### config.mk
export PLATFORM = sky130hd
export DESIGN_NAME = seg7_card_decoder
export DESIGN_NICKNAME = d
export VERILOG_FILES = /design/src/rtl/card7_pkg.sv /design/src/rtl/seg7_to_card.sv /design/src/rtl/seg7_card_decoder.sv
export SDC_FILE = /design/constraint.sdc
export NUM_CORES = 1
export LEC_CHECK = 0
export BUFFER_PORTS_ARGS = -buffer_cell sky130_fd_sc_hd__buf_4
export CAP_MARGIN = 10
export CORE_MARGIN = 8
export CORE_UTILIZATION = 50
export CTS_BUF_LIST = sky130_fd_sc_hd__clkbuf_8
export DETAILED_ROUTE_END_ITERATION = 16
export HOLD_SLACK_MARGIN = 0.1
export PLACE_DENSITY = 0.74
export SLEW_MARGIN = 20
export SYNTH_ARGS = -nofsm -noshare
export SYNTH_HDL_FRONTEND = slang
export SYNTH_SLANG_ARGS = --single-unit
### constraint.sdc
create_clock -name clk -period 3.5 [get_ports clk]
set_input_delay 0.175 -clock clk [delete_from_list [all_inputs] [get_ports clk]]
set_output_delay 0.175 -clock clk [all_outputs]
set_load 0.02 [all_outputs]
### src/rtl/card7_pkg.sv
// Shared card / 7-segment definitions for the card display encoder and decoder.
// Segment patterns are active-low, bit order {g,f,e,d,c,b,a}.
package card7_pkg;

  typedef logic [3:0] card_t;
  typedef logic [6:0] seg_t;

  localparam seg_t SEG_BLANK = 7'b1111111;
  localparam seg_t SEG_ACE   = 7'b0001000;
  localparam seg_t SEG_TWO   = 7'b0100100;
  localparam seg_t SEG_THREE = 7'b0110000;
  localparam seg_t SEG_FOUR  = 7'b0011001;
  localparam seg_t SEG_FIVE  = 7'b0010010;
  localparam seg_t SEG_SIX   = 7'b0000010;
  localparam seg_t SEG_SEVEN = 7'b1111000;
  localparam seg_t SEG_EIGHT = 7'b0000000;
  localparam seg_t SEG_NINE  = 7'b0010000;
  localparam seg_t SEG_TEN   = 7'b1000000;
  localparam seg_t SEG_JACK  = 7'b1100001;
  localparam seg_t SEG_QUEEN = 7'b0011000;
  localparam seg_t SEG_KING  = 7'b0001001;

  typedef enum logic [1:0] {
    ST_IDLE,
    ST_SETTLE,
    ST_ACCEPT
  } state_e;

  // Result of looking up one segment pattern.
  typedef struct packed {
    logic  legal;
    card_t card;
    logic [3:0] value;
  } dec_t;

  // Baccarat points: ace counts 1, pips 2..9 count face, tens/faces/blank 0.
  function automatic logic [3:0] baccarat_value(card_t c);
    return (c >= 4'd1 && c <= 4'd9) ? c : 4'd0;
  endfunction

endpackage

### src/rtl/seg7_to_card.sv
// Combinational lookup: active-low segment pattern -> {legal, card, value}.
module seg7_to_card
  import card7_pkg::*;
(
  input  seg_t pat_i,
  output dec_t dec_o
);

  // Match against the 14 shared patterns; anything else is illegal.
  always_comb begin
    dec_o.legal = 1'b1;
    dec_o.card  = 4'd0;
    case (pat_i)
      SEG_BLANK: dec_o.card = 4'd0;
      SEG_ACE:   dec_o.card = 4'd1;
      SEG_TWO:   dec_o.card = 4'd2;
      SEG_THREE: dec_o.card = 4'd3;
      SEG_FOUR:  dec_o.card = 4'd4;
      SEG_FIVE:  dec_o.card = 4'd5;
      SEG_SIX:   dec_o.card = 4'd6;
      SEG_SEVEN: dec_o.card = 4'd7;
      SEG_EIGHT: dec_o.card = 4'd8;
      SEG_NINE:  dec_o.card = 4'd9;
      SEG_TEN:   dec_o.card = 4'd10;
      SEG_JACK:  dec_o.card = 4'd11;
      SEG_QUEEN: dec_o.card = 4'd12;
      SEG_KING:  dec_o.card = 4'd13;
      default:   dec_o.legal = 1'b0;
    endcase
    dec_o.value = baccarat_value(dec_o.card);
  end

endmodule

### src/rtl/seg7_card_decoder.sv
// Glitch-filtered 7-segment -> card decoder with accept strobe and
// sticky illegal-pattern flag.
module seg7_card_decoder
  import card7_pkg::*;
#(
  parameter int STABLE_CYCLES = 4
) (
  input  logic       clk,
  input  logic       resetb,
  input  logic [6:0] hex_in,
  output logic [3:0] card,
  output logic [3:0] card_value,
  output logic       card_strobe,
  output logic       blank,
  output logic       pattern_err
);

  localparam int             CNT_W   = $clog2(STABLE_CYCLES + 1);
  localparam logic [CNT_W-1:0] CNT_MAX = CNT_W'(STABLE_CYCLES);

  seg_t             samp_q, prev_q, acc_q, acc_d;
  logic [CNT_W-1:0] cnt_q, cnt_d;
  state_e           state_q, state_d;
  card_t            card_q, card_d;
  logic [3:0]       value_q, value_d;
  logic             strobe_q, strobe_d;
  logic             blank_q, blank_d;
  logic             err_q, err_d;
  dec_t             dec;

  seg7_to_card u_lut (
    .pat_i (samp_q),
    .dec_o (dec)
  );

  // Run length of the current sample value, saturating at the threshold.
  always_comb begin
    cnt_d = cnt_q;
    if (samp_q != prev_q)      cnt_d = CNT_W'(1);
    else if (cnt_q != CNT_MAX) cnt_d = cnt_q + CNT_W'(1);
  end

  // Input synchroniser/history and stability counter.
  always_ff @(posedge clk or negedge resetb) begin
    if (!resetb) begin
      samp_q <= SEG_BLANK;
      prev_q <= SEG_BLANK;
      cnt_q  <= '0;
    end else begin
      samp_q <= hex_in;
      prev_q <= samp_q;
      cnt_q  <= cnt_d;
    end
  end

  // Next state and output values. The accepted pattern and outputs are
  // committed on the edge that enters ACCEPT, so they are already valid
  // during the one ACCEPT cycle; ACCEPT itself only spaces out strobes.
  always_comb begin
    state_d  = state_q;
    acc_d    = acc_q;
    card_d   = card_q;
    value_d  = value_q;
    blank_d  = blank_q;
    err_d    = err_q;
    strobe_d = 1'b0;
    case (state_q)
      ST_IDLE:
        if (samp_q != acc_q) state_d = ST_SETTLE;
      ST_SETTLE:
        // A fresh change restarts the count even if the old count was full.
        if (samp_q == prev_q && cnt_q == CNT_MAX) begin
          if (samp_q == acc_q) begin
            state_d = ST_IDLE;
          end else begin
            state_d = ST_ACCEPT;
            acc_d   = samp_q;
            if (dec.legal) begin
              card_d   = dec.card;
              value_d  = dec.value;
              blank_d  = (dec.card == 4'd0);
              err_d    = 1'b0;
              strobe_d = 1'b1;
            end else begin
              err_d    = 1'b1;
            end
          end
        end
      ST_ACCEPT:
        state_d = ST_IDLE;
      default:
        state_d = ST_IDLE;
    endcase
  end

  // FSM and registered outputs.
  always_ff @(posedge clk or negedge resetb) begin
    if (!resetb) begin
      state_q  <= ST_IDLE;
      acc_q    <= SEG_BLANK;
      card_q   <= 4'd0;
      value_q  <= 4'd0;
      blank_q  <= 1'b1;
      err_q    <= 1'b0;
      strobe_q <= 1'b0;
    end else begin
      state_q  <= state_d;
      acc_q    <= acc_d;
      card_q   <= card_d;
      value_q  <= value_d;
      blank_q  <= blank_d;
      err_q    <= err_d;
      strobe_q <= strobe_d;
    end
  end

  assign card        = card_q;
  assign card_value  = value_q;
  assign card_strobe = strobe_q;
  assign blank       = blank_q;
  assign pattern_err = err_q;

endmodule

==> summary.md, run 1 <==
| Metric | Value |
|---|---|
| Status | `finished, final reports clean` |
| Routed WL | `4270 um` |
| Most frequently used flop master after synthesis | `dfstp_2` |
| Count of flip-flops with a built-in enable after synthesis | `0` |
| Number of CTS-inserted buffers | `5` |
| Final sum of negative setup slack | `0 ns` |
| Area after DPL | `0.00208 mm2` |
| Max-slew violation count | `0` |
| CTS tree | `built` |
| Port Buffer Count | `19` |
| Final Cycle Share | `0.714` |
| Instance count of the mapped netlist | `188` |
| Pin count of the biggest net entering global routing | `38` |
| Critical path destination | `card_value[1]$_DFFE_PN0P_` |
| Final critical path time including I/O delays and setup | `2.50 ns` |
| Clock Tree Buf Depth | `2` |
| Critical path startpoint | `samp_q[5]$_DFF_PN1_` |
| Layout Skew | `0.0103 ns` |
| Routability Congestion | `0.857` |
| Class of the worst hold path | `input port to async pin` |
| Depth of the CTS H-tree | `2` |
| Worst slack after detailed placement | `1.07 ns` |
| Synth warn | `0` |
| Die Area | `0.00613 mm2` |
| Number of global-route vias before repair | `1450` |
| Initial core utilization | `0.526` |
| Number of placement rows | `22` |
| Die Span X | `78.3 um` |
| Share of cells above drive strength 1 | `0.262` |
| Hold violation count in the final report | `0` |
| Pwr Density | `429 mW/mm2` |
| Data arrival time of the worst path | `2.68 ns` |
| Type of destination of the critical path | `flip-flop` |
| Share of the yosys chip area belonging to registers | `0.491` |
| Number of antenna-violating nets in the routed design | `0` |
| Maximum ir drop on the vdd rail | `0.000277 V` |
| Hold buffers post-CTS | `8` |
| Total nets after synthesis | `199` |
| Clock root buffer | `clkbuf_8` |
| Vias after detailed routing | `1499` |
| Detail-routed net length per standard cell | `16.6 um` |
| CTS Sinks | `37` |
| Max-capacitance violation count | `0` |
| DPL Wire Length | `2910 um` |
| Placed instance count | `242` |
| Number of antenna repair diodes | `0` |
| Endpoint of the worst-slack reg-to-reg timing path | `card_value[1]$_DFFE_PN0P_` |
| Mean Syn Cell Area | `10.3 um2` |
| Ratio of routed vias to standard cells | `5.81` |
| Global-route wire length before repair | `7030 um` |
| Number of setup violations in the final report | `0` |
| Worst slew slack as a fraction of its limit | `0.709` |
| Cell Area, Synth | `0.00194 mm2` |
| Commonest cells in the netlist | `dfstp_2, dfrtp_1, nand2_1` |
| Fraction of post-synthesis cell area in the top cell type by area | `0.298` |
| Worst Path Required | `3.68 ns` |
| Length of the first detailed-routing pass in iterations | `4` |
| Cell accounting for the most synthesized area | `dfstp_2` |
| Utilization after layout | `0.623` |
| Register-to-register path setup slack | `1.00 ns` |
| Count of cell types in the netlist | `52` |
| Fmax | `400 MHz` |
| Critical-path maximum fanout | `21` |
| Unrepaired setup endpoints after global routing | `no` |
| Fraction of synthesis flops using an asynchronous set or reset pin | `1.00` |
| Top cells by area in the synthesized netlist | `dfstp_2, dfrtp_1, xnor2_1, xor2_1, nand2_1` |
| Worst setup SP type | `flip-flop` |
| Worst-Skew Late Latency | `0.30 ns` |
| Final-stage net count | `220` |
| Setup slack after layout | `1.00 ns` |
| Aggregate global-route resource usage | `0.142` |
| Total congestion overflow after global routing | `0` |
| Slew at the pin with the worst max-slew slack | `0.436 ns` |
| Synth-to-layout area growth | `18.3%` |
| Post-route cell area | `0.00230 mm2` |
| Number of gates resized after CTS | `0` |
| Number of top-level pins | `20` |
| Die H | `78.3 um` |
| CP Class | `flip-flop to flip-flop` |
| Number of cell instances on the worst register-to-register path | `5` |
| CORE AREA | `0.00369 mm2` |
| Layout Cells excl Fill | `258` |
| DRC viols | `0` |
| Synthesis-stage register bit count | `37` |
| Clock slew seen by the registers of the worst setup and hold paths | `0.08 ns` |
| Static power due to leakage | `0.969 nW` |
| Critical register-to-register path startpoint | `samp_q[5]$_DFF_PN1_` |
| Setup Buffers After CTS | `0` |
| Detailed Route Iter0 Violations | `97` |
| Dominant cell by count in the synthesized netlist | `dfstp_2` |
| Antenna violations before repair | `0` |
[through the flow]
stage / hold slack (ns) / total power (W)
after global placement: 0.137 / 0.000531
after global routing: 0.419 / 0.00102
final: 0.358 / 0.000984
after detailed placement: 0.152 / 0.000534
after CTS: 0.365 / 0.000993
after floorplan: -0.121 / 0.000510
[cell usage in the layout, fill, tap and decap left out, types with 3 or more instances in the layout]
cell type       n
dfstp_2        22
buf_4          19
nand2_1        15
dfrtp_1        15
nor2_1         13
xnor2_1        10
a21oi_1         9
dlygate4sd3_1   8
inv_1           7
xor2_1          7
o21ai_0         6
o21ai_1         6
clkbuf_8        5
nor4_1          4
nand4_1         4
mux2_1          4
nor3_1          3
nand3_1         3
a32o_1          3
a22o_1          3
[area by class of cell]
cell class,count,area [um2]
clock inverters,3,68.8
clock buffers,5,68.8
fillers,308,1390
inverters,8,30.0
well taps,48,60.1
repair buffers,27,223
flip-flops and latches,37,953
multi-input cells,130,893
[worst max-delay path, cell delays in order, from the launching register on]
cell	delay, ns
dfstp_2	0.76
or4b_1	0.47
a311o_1	0.29
a32oi_2	0.32
o2111ai_4	0.24
a22o_1	0.29
[sequential cells by signal (all words and copies together), names as in the netlist]
register and count:
state_q 2, card_value 4, acc_q 7, cnt_q 3
samp_q 7, prev_q 7, card 4, blank 1
pattern_err 1, card_strobe 1
[cells by family (layout without fill, tap and decap cells)]
logic type	after synthesis	in the layout	synth area share
AO/OA/AOI/OAI	45	45	0.170
XOR/XNOR	17	17	0.0767
adder cells (fa/ha/maj)	2	2	0.0129
buffers and inverters	21	43	0.0490
flip-flops	37	37	0.491
multiplexers	4	4	0.0232
AND/OR/NAND/NOR	62	62	0.177
[power by group]
part	switching [W]	internal (W)
Sequential	0.0000238	0.000444
Clock	0.000163	0.000287
Combinational	0.0000343	0.0000322
Total	0.000222	0.000763
[worst min path at each step]
stage	from	cells after the start	to	slack, ns
floorplan	resetb	0	card[0]$_DFFE_PN0P_	-0.12
global placement	resetb	1	cnt_q[2]$_DFFE_PN0P_	0.14
detailed placement	resetb	1	cnt_q[2]$_DFFE_PN0P_	0.15
CTS	resetb	2	card_value[3]$_DFFE_PN0P_	0.36
global route	resetb	2	card_value[3]$_DFFE_PN0P_	0.42
finish	resetb	2	card_value[3]$_DFFE_PN0P_	0.36
[per-layer routing]
layer	vias up	global-route usage	part of all wire
li1	716	-	-
met1	722	0.173	0.44
met4	0	0.0481	0.011
met2	54	0.226	0.48
met3	7	0.0501	0.070
met5	-	0	0
(Power assumes the default switching activity.)
==> run 2, diff against run 1 <==
--- a/config.mk
+++ b/config.mk
@@ -5,6 +5,7 @@
 export SDC_FILE = /design/constraint.sdc
 export NUM_CORES = 1
 export LEC_CHECK = 0
+export ABC_AREA = 1
 export BUFFER_PORTS_ARGS = -buffer_cell sky130_fd_sc_hd__buf_4
 export CAP_MARGIN = 10
 export CORE_MARGIN = 8
@@ -12,7 +13,7 @@
 export CTS_BUF_LIST = sky130_fd_sc_hd__clkbuf_8
 export DETAILED_ROUTE_END_ITERATION = 16
 export HOLD_SLACK_MARGIN = 0.1
-export PLACE_DENSITY = 0.74
+export PLACE_DENSITY = 0.77
 export SLEW_MARGIN = 20
 export SYNTH_ARGS = -nofsm -noshare
 export SYNTH_HDL_FRONTEND = slang
==> constraint.sdc (replaced) <==
create_clock -name clk -period 2.2 [get_ports clk]
set_input_delay 0.11 -clock clk [delete_from_list [all_inputs] [get_ports clk]]
set_output_delay 0.11 -clock clk [all_outputs]
set_load 0.02 [all_outputs]
==> run 2 against run 1 <==
Die area up 0.92%; clock-buffer cell count rose by 1; sequential cell count unchanged; cell area grew 1.9%; sequential power rose by 55%; critical path depth is 5 higher; core utilization rose by 0.72 points; first-iteration DRC count fell by 15%; clock skew is 0.0049 ns lower; non-clock buffer count unchanged; power is 47% higher; setup slack got worse by 0.78 ns; critical path type unchanged; largest power group unchanged; highest routed layer unchanged.
==> summary.md, run 2 <==
| Metric | Value |
|---|---|
| Status | `finished, final reports clean` |
| Most common cell type on the critical path | `nand2_1` |
| Hold violation count in the final report | `0` |
| CORE AREA | `0.00372 mm2` |
| CP Class | `flip-flop to flip-flop` |
| Worst-Skew Late Latency | `0.29 ns` |
| Commonest cells in the netlist | `nand2_1, nor2_1, inv_1` |
| Mux cell area share after synthesis | `0` |
| Layout Skew | `0.00538 ns` |
| DRC viols | `0` |
| CP peak stage delay | `0.63 ns` |
| Total congestion overflow after global routing | `0` |
| Detail-routed net length per standard cell | `11.5 um` |
| Port Buffer Count | `19` |
| Fmax | `504 MHz` |
| Die Area | `0.00619 mm2` |
| Depth of the CTS H-tree | `2` |
| Cell chain of the critical path | `clkinv_2, nand2_1, nand2_1, nand3_1, nor2_1, nor2_1, nand2_1, nor2_1, nand2_1, nand2_1` |
| Number of global-route vias before repair | `1631` |
| Max-capacitance violation count | `0` |
| Length of the first detailed-routing pass in iterations | `4` |
| Worst setup SP type | `flip-flop` |
| Synth-to-layout area growth | `19.2%` |
| Final sum of negative setup slack | `0 ns` |
| Post-layout total power | `0.00144 W` |
| Basic-gate share of the synthesized area counting and, or, nand and nor cells | `0.368` |
| Fraction of post-synthesis cell area in the top cell type by area | `0.294` |
| Number of top-level pins | `20` |
| Clock Tree Buf Depth | `2` |
| Worst slack after detailed placement | `0.265 ns` |
| Number of CTS-inserted buffers | `5` |
| Share of the yosys chip area belonging to registers | `0.485` |
| Setup slack after layout | `0.216 ns` |
| Die Span X | `78.7 um` |
| Routed WL | `3990 um` |
| Clock slew seen by the registers of the worst setup and hold paths | `0.07 ns` |
| Number of antenna-violating nets in the routed design | `0` |
| Number of fillers in the final layout | `320` |
| Ratio of routed vias to standard cells | `4.86` |
| Combinational family with the most area after synthesis | `simple AND/OR/NAND/NOR gates` |
| DPL Wire Length | `2980 um` |
| Static power due to leakage | `1.24 nW` |
| Class of the worst hold path | `input port to async pin` |
| Share of cells above drive strength 1 | `0.221` |
| Pwr Density | `616 mW/mm2` |
| Routability Congestion | `0.910` |
| Slew at the pin with the worst max-slew slack | `0.526 ns` |
| Final critical path time including I/O delays and setup | `1.98 ns` |
| Antenna violations before repair | `0` |
| Fraction of synthesis flops using an asynchronous set or reset pin | `1.00` |
| Number of placement rows | `22` |
| Initial core utilization | `0.529` |
| Worst Path Required | `2.43 ns` |
| Unrepaired setup endpoints after global routing | `no` |
| Cell Area, Synth | `0.00196 mm2` |
| Top cells by area in the synthesized netlist | `dfstp_2, nand2_1, dfrtp_1, nor2_1, inv_1` |
| Adder-cell share of the synthesized area | `0.0127` |
| Utilization after layout | `0.630` |
| Synthesis-stage register bit count | `37` |
| Instance count of the mapped netlist | `268` |
| Share of the synthesized netlist area taken by xor and xnor gates | `0.00892` |
| Final-stage net count | `309` |
| Synth warn | `0` |
| Mean Syn Cell Area | `7.33 um2` |
| Data arrival time of the worst path | `2.21 ns` |
| Count of cell types in the netlist | `25` |
| Pin count of the biggest net entering global routing | `38` |
| Cell accounting for the most synthesized area | `dfstp_2` |
| Most frequent cells in the layout | `nand2_1, nor2_1, inv_1, dfstp_2, nand3_1` |
| CTS tree | `built` |
| Detailed Route Iter0 Violations | `82` |
| Die H | `78.7 um` |
| Crit-path leading delay family | `simple AND/OR/NAND/NOR gates` |
| Clock root buffer | `clkbuf_8` |
| CTS Sinks | `37` |
| Type of destination of the critical path | `flip-flop` |
| Worst slew slack as a fraction of its limit | `0.649` |
| Critical-path maximum fanout | `15` |
| Max-slew violation count | `0` |
| Final Cycle Share | `0.902` |
| Aggregate global-route resource usage | `0.139` |
| Buf/Inv on CP | `1` |
| Worst path slowest cell | `dfstp_2` |
| Number of antenna repair diodes | `0` |
| Setup Buffers After CTS | `0` |
| Largest registers in the final layout | `acc_q (7), prev_q (7), samp_q (7)` |
| Most frequently used flop master after synthesis | `dfstp_2` |
| Count of flip-flops with a built-in enable after synthesis | `0` |
| Dominant cell by count in the synthesized netlist | `nand2_1` |
| Maximum ir drop on the vdd rail | `0.000513 V` |
| Leading cell type in the layout, fill and taps excluded | `nand2_1` |
| Vias after detailed routing | `1688` |
| Total nets after synthesis | `279` |
| Global-route wire length before repair | `7020 um` |
| Post-synthesis compound-gate area fraction | `0.0376` |
| Number of setup violations in the final report | `0` |
| Number of gates resized after CTS | `0` |
-- run 2: cell count changes in the layout (fill, tap and decap cells not counted), sizes merged, moves of 4 or more --
cell	before	now
mux2	4	0
xor2	7	0
nand3	3	20
xnor2	10	2
inv	9	38
o21ai	12	8
nor2	13	43
nand2	15	104
nor4	4	0
a21oi	9	3
-- run 2: layer usage --
layer | GRT usage | share of wire | wire length [um]
met5 | 0 | 0 | 0
met4 | 0.0630 | 0.016 | 65
met3 | 0.0376 | 0.037 | 149
met2 | 0.236 | 0.50 | 1990
met1 | 0.159 | 0.45 | 1790
-- run 2: layout make-up --
class | instances | area (um2) | area share
Tap cell | 48 | 60.1 | 0.0257
Clock buffer | 6 | 82.6 | 0.0353
Timing Repair Buffer | 27 | 223 | 0.0951
Multi-Input combinational cell | 189 | 840 | 0.359
Sequential cell | 37 | 953 | 0.407
Clock inverter | 2 | 36.3 | 0.0155
Inverter | 38 | 146 | 0.0625
-- run 2: worst paths after layout --
check,slack [ns],start,endpoint,cells past startpoint
worst max-delay path,0.22,samp_q[5]$_DFF_PN1_,card_value[2]$_DFFE_PN0P_,10
worst max register to register,0.22,samp_q[5]$_DFF_PN1_,card_value[2]$_DFFE_PN0P_,10
worst min-delay path,0.33,resetb,card[1]$_DFFE_PN0P_,2
min in group clk,0.41,samp_q[3]$_DFF_PN1_,prev_q[3]$_DFF_PN1_,0
max in group asynchronous,1.53,resetb,acc_q[5]$_DFFE_PN1P_,2
worst min register to register,0.41,samp_q[3]$_DFF_PN1_,prev_q[3]$_DFF_PN1_,0
-- run 2: power breakdown --
part / internal [W] / switching, W / leakage (nW)
Clock: 0.000369 / 0.000240 / 0.0617
Sequential: 0.000706 / 0.0000193 / 0.429
Combinational: 0.0000418 / 0.0000663 / 0.751
-- run 2: logic make-up after synthesis --
kind of cell    Yosys count
fa+ha+maj                 2
compound gates           13
flops                    37
xor+xnor                  2
simple gates            172
buf+inv                  42
-- run 2: repair_timing --
action,in CTS,in global routing
setup endpoints to repair,0,0
hold endpoints to repair,42,0
hold buffers,8,0
-- run 2: stage by stage --
step | instance area, um2 | hold WS [ns] | instances
floorplan | 1960 | -0.186 | 268
global placement | 2140 | 0.0931 | 331
detailed placement | 2140 | 0.0913 | 331
CTS | 2340 | 0.322 | 347
global route | 2340 | 0.373 | 347
finish | 2340 | 0.333 | 347
